--- config.mk ---
export PLATFORM = sky130hd
export DESIGN_NAME = load_store_unit
export DESIGN_NICKNAME = d
export VERILOG_FILES = /design/src/rtl/load_store_unit.sv
export SDC_FILE = /design/constraint.sdc
export NUM_CORES = 1
export LEC_CHECK = 0
export CAP_MARGIN = 20
export CORE_MARGIN = 8
export CORE_UTILIZATION = 43
export CTS_CLUSTER_DIAMETER = 50
export DETAILED_ROUTE_END_ITERATION = 10
export HOLD_SLACK_MARGIN = 0.1
export MAX_ROUTING_LAYER = met4
export PLACE_DENSITY = 0.8
export SKIP_LAST_GASP = 1
export SLEW_MARGIN = 20
export SYNTH_ARGS = -nofsm -noshare
export SYNTH_HDL_FRONTEND = slang
export SYNTH_SLANG_ARGS = --single-unit
--- constraint.sdc ---
create_clock -name clk -period 3.7 [get_ports clk]
set_input_delay 0.37 -clock clk [delete_from_list [all_inputs] [get_ports clk]]
set_output_delay 0.37 -clock clk [all_outputs]
set_load 0.05 [all_outputs]
--- src/rtl/load_store_unit.sv ---
// rtl/load_store_unit.sv - data-memory access stage with byte-lane masking and load extension
// Optional feature macro: MISALIGN_TRAP_EN (trap misaligned halfword/word instead of aligning)
module load_store_unit #(
  parameter int DATA_WIDTH = 32
) (
  input  logic                  clk,
  input  logic                  rst,
  input  logic                  req_valid,
  output logic                  req_ready,
  input  logic                  mem_write,
  input  logic [2:0]            funct3,
  input  logic [DATA_WIDTH-1:0] addr,
  input  logic [DATA_WIDTH-1:0] wdata,
  output logic [DATA_WIDTH-1:0] rdata_out,
  output logic                  rdata_valid,
  output logic                  stall,
  output logic                  dmem_req,
  output logic                  dmem_we,
  output logic [3:0]            dmem_be,
  output logic [DATA_WIDTH-1:0] dmem_addr,
  output logic [DATA_WIDTH-1:0] dmem_wdata,
  input  logic                  dmem_ack,
  input  logic [DATA_WIDTH-1:0] dmem_rdata,
  output logic                  misalign_fault
);

  typedef enum logic {S_IDLE, S_ACCESS} state_t;

  state_t                r_state, w_next;
  logic [1:0]            r_off;
  logic [2:0]            r_funct3;
  logic                  r_we;
  logic [3:0]            r_be;
  logic [DATA_WIDTH-1:0] r_addr, r_wdata, r_rdata;
  logic                  r_rvalid, r_misalign;

  logic                  w_accept, w_misalign;
  logic [3:0]            w_be;
  logic [DATA_WIDTH-1:0] w_wdata, w_load;
  logic [7:0]            w_byte;
  logic [15:0]           w_half;

  always_comb begin
    w_be    = 4'b1111;
    w_wdata = wdata;
    case (funct3[1:0])
      2'b00: begin
        w_be    = 4'b0001 << addr[1:0];
        w_wdata = {4{wdata[7:0]}};
      end
      2'b01: begin
        w_be    = 4'b0011 << {addr[1], 1'b0};
        w_wdata = {2{wdata[15:0]}};
      end
      default: ;
    endcase
  end

`ifdef MISALIGN_TRAP_EN
  assign w_misalign = (funct3[1:0] == 2'b01) ? addr[0] :
                      (funct3[1] ? (addr[1:0] != 2'b00) : 1'b0);
`else
  assign w_misalign = 1'b0;
`endif

  assign w_accept = (r_state == S_IDLE) && req_valid;

  // Lane selection uses the offset captured at accept, not the live address.
  always_comb begin
    w_byte = dmem_rdata[{r_off, 3'b000} +: 8];
    w_half = dmem_rdata[{r_off[1], 4'b0000} +: 16];
    case (r_funct3)
      3'b000:  w_load = {{(DATA_WIDTH-8){w_byte[7]}}, w_byte};
      3'b100:  w_load = {{(DATA_WIDTH-8){1'b0}}, w_byte};
      3'b001:  w_load = {{(DATA_WIDTH-16){w_half[15]}}, w_half};
      3'b101:  w_load = {{(DATA_WIDTH-16){1'b0}}, w_half};
      default: w_load = dmem_rdata;
    endcase
  end

  always_comb begin
    w_next    = r_state;
    req_ready = 1'b0;
    stall     = 1'b0;
    dmem_req  = 1'b0;
    case (r_state)
      S_IDLE: begin
        req_ready = 1'b1;
        if (req_valid && !w_misalign) w_next = S_ACCESS;
      end
      S_ACCESS: begin
        stall    = 1'b1;
        dmem_req = 1'b1;
        if (dmem_ack) w_next = S_IDLE;
      end
      default: w_next = S_IDLE;
    endcase
  end

  always_ff @(posedge clk or posedge rst) begin
    if (rst) r_state <= S_IDLE;
    else     r_state <= w_next;
  end

  always_ff @(posedge clk or posedge rst) begin
    if (rst) begin
      r_off      <= '0;
      r_funct3   <= '0;
      r_we       <= 1'b0;
      r_be       <= '0;
      r_addr     <= '0;
      r_wdata    <= '0;
      r_rdata    <= '0;
      r_rvalid   <= 1'b0;
      r_misalign <= 1'b0;
    end else begin
      r_rvalid   <= 1'b0;
      r_misalign <= w_accept && w_misalign;
      if (w_accept && !w_misalign) begin
        r_off    <= addr[1:0];
        r_funct3 <= funct3;
        r_we     <= mem_write;
        r_be     <= w_be;
        r_addr   <= {addr[DATA_WIDTH-1:2], 2'b00};
        r_wdata  <= w_wdata;
      end
      if (r_state == S_ACCESS && dmem_ack && !r_we) begin
        r_rdata  <= w_load;
        r_rvalid <= 1'b1;
      end
    end
  end

  assign rdata_out      = r_rdata;
  assign rdata_valid    = r_rvalid;
  assign dmem_we        = r_we;
  assign dmem_be        = r_be;
  assign dmem_addr      = r_addr;
  assign dmem_wdata     = r_wdata;
  assign misalign_fault = r_misalign;

endmodule

==> impl_metrics.ini <==
[clock_network]
clkLatencyLatePin_ns = 0.35
cts_buffers = 9
cts_tree = built
postCtsSetupBuffers = 0
cts.sinks = 106
hold_buffers = 0
path_clk_slew_ns = 0.07
root_buffer = clkbuf_16
clockBufferDepth = 2
post_cts_resized = 0
h-tree-depth = 3

[route]
ant_nets = 0
drt-wirelength-per-cell_um = 18.45
drcViolationCount = 0
vias_per_cell = 5.289
first_iter_violations = 382
finalWirelength_um = 16010
vias = 4591
dr.pass1.iters = 6

[critical_path]
max_stage_delay_ns = 0.83
rr_worst_depth = 4
cp.depth = 2
critPathLaunchType = flip-flop
crit_type = reg2out
critPathTopFamily = buffers and inverters
crit_path_end_kind = primary output
cp_num_buf_inv = 2
worstPathMaxFanout = 5
critPathSlowestCell = clkdlybuf4s50_1
crit_arrival_ns = 1.79
cp.required_ns = 3.33
worstPathCellList = inv_1 > clkdlybuf4s50_1

[final_layout]
final_util_pct = 65.17
diodes = 0
finalNetCount = 824
area_growth_syn_to_layout_pct = 50.63
postLayoutCellArea_um2 = 7315
drive_gt1_share_pct = 4.966

[synth]
ys_types = 40
yosysSeqAreaShare_pct = 54.63
syn_area_um2 = 4856
syn_area_per_cell_um2 = 9.111
yosys_register_bits = 106
synthCells = 533
yosysWarningCount = 0

[placed_design]
dpl_cell_area_um2 = 7005
buffer_ports.inserted = 206
post-dp-hpwl_um = 11980
gp_congestion = 0.8371

[sta]
finalHoldViolations = 0
slew-limit-headroom_pct = 44.47
grt_setup_unrepaired = no
min_period_ns = 2.159
fmax_mhz = 463.1
worst_pin_slew_ns = 0.8330
hold_ws_ns = 0.4335
slew_violations = 0
finClkSkew_ns = 0.005076
finalSetupViolations = 0
fin_setup_tns_ns = 0
min_period_over_period_pct = 58.36

[pwr]
p_per_area_nw_per_um2 = 736.2
power_frac_comb_pct = 49.1
irDropWorstVdd_v = 0.0005108
intPower_w = 0.002940
p_leak_nw = 3.330
clockPowerShare_pct = 18.1
p_sw_w = 0.002445
share_seq_of_total_power_pct = 32.7
switching_share_pct = 45.40

[floorplan]
start_util_pct = 43.27
rows = 39
die_y_um = 122.3
coreArea_um2 = 11220
die_w_um = 122.3
ioPinCount = 210
die_area_um2 = 14950

[global_route]
grt_overflow = 0
grt_pass1_vias = 4705
grt_max_degree = 82
gr-usage-all-layers_pct = 22.06
grt_pass1_wl_um = 24900
antenna_found_initial = 0

[job]
cap_violations = 0

[min_path]
worstHoldPathType = in2async

[run_status]
status = completed
[synth_stat cells]
master     count  area [um2]
o211ai_2       1       12.51
a2111oi_0      1       8.760
mux2_4         2       30.03
conb_1         1       3.750
clkinv_1       1       3.750
and3_1         6       37.54
nand3_1       33       165.2
a221oi_1       2       17.52
dfrtp_1      106        2653
nor2_2         1       6.260
nor3_1         5       25.02
buf_4          7       52.55
a222oi_1       3       30.03
mux2i_1       30       300.3
a21oi_1       32       160.2
nand2_1      167       626.9
o22ai_1        3       18.77
o21bai_1       2       15.01
or2_1          1       6.260
inv_1          8       30.03
buf_2          6       30.03
nor2_1        34       127.6
a221o_1        6       60.06
and2b_1        1       7.510
clkbuf_1      24       90.09
mux2_2         4       45.04
a22o_1         2       17.52
buf_1          1       3.750
o21ai_0       24       120.1
o31ai_1        1       7.510
a31oi_1        2       12.51
nor3b_4        1       18.77
nor3_2         1       10.01
nor2b_1        7       43.79
a221oi_2       1       15.01
o22a_1         1       8.760
a311oi_1       1       8.760
or3_1          1       6.260
nand3b_1       1       7.510
nand2b_1       2       12.51
[stage by stage]
step                cells  setup slack (ns)  power (W)
floorplan             535            0.5411   0.003427
global placement      851             1.342   0.004380
detailed placement    852             1.320   0.004435
CTS                   868             1.573   0.005419
global route          868             1.494   0.005631
finish                868             1.541   0.005385
[final timing paths]
kind                               from       endpoint  slack [ns]
setup reg to reg               r_off[1]  rdata_out[31]        1.63
max in group asynchronous           rst  dmem_wdata[9]        2.47
min in group clk           dmem_addr[2]   dmem_addr[2]        0.48
setup / recovery                r_state      req_ready        1.54
hold reg to reg            dmem_addr[2]   dmem_addr[2]        0.48
hold / removal                      rst  rdata_out[19]        0.43
[per-layer routing]
layer / vias up / track usage, % / part of all wire, %
met2: 230 / 34.98 / 48
met1: 2190 / 25.93 / 40
met3: 20 / 7.038 / 11
met4: 0 / 7.921 / 1.7
li1: 2151 / - / -
met5: - / - / 0
[power groups by stage]
stage / logic [W] / registers [W] / clock network, W
global route: 0.00278 / 0.00181 / 0.00104
finish: 0.00265 / 0.00176 / 0.000977
detailed placement: 0.00266 / 0.00177 / 0
global placement: 0.00262 / 0.00176 / 0
CTS: 0.00267 / 0.00176 / 0.000995
floorplan: 0.000570 / 0.00286 / 0
[cell families after synthesis]
| family | after synthesis | share of synthesized area, % |
|---|---|---|
| and+or+nand+nor | 261 | 22.67 |
| buffers and inverters | 47 | 4.329 |
| other | 1 | 0.07723 |
| muxes | 36 | 7.730 |
| DFF | 106 | 54.63 |
| AOI/OAI and AO/OA | 82 | 10.56 |
[cell type report]
class | instances | area (um2)
Clock buffer | 11 | 242.7
Inverter | 9 | 36.28
Fill cell | 933 | 3909
Tap cell | 143 | 178.9
Timing Repair Buffer | 212 | 2127
Multi-Input combinational cell | 382 | 2016
Clock inverter | 5 | 60.06
Sequential cell | 106 | 2654
[flip-flops by register name, indices dropped and copies added (netlist names)]
| register | count |
|---|---|
| dmem_addr | 30 |
| dmem_be | 4 |
| dmem_wdata | 32 |
| dmem_we | 1 |
| r_funct3 | 3 |
| r_off | 2 |
| r_state | 1 |
| rdata_out | 32 |
| rdata_valid | 1 |
[placed cells by master, fill, tap and decap left out, types with 4 or more instances in the layout]
cell,synthesis,final
a21oi_1,32,32
mux2i_1,30,30
mux2_2,4,4
nor2b_1,7,6
nor3_1,5,5
a221o_1,6,6
inv_1,8,7
buf_4,7,5
dfrtp_1,106,105
and3_1,6,6
o21ai_0,24,24
clkbuf_16,0,9
nand3_1,33,33
nor2_1,34,34
clkdlybuf4s50_1,0,206
nand2_1,167,166
Power figures use the tool's default switching activity.
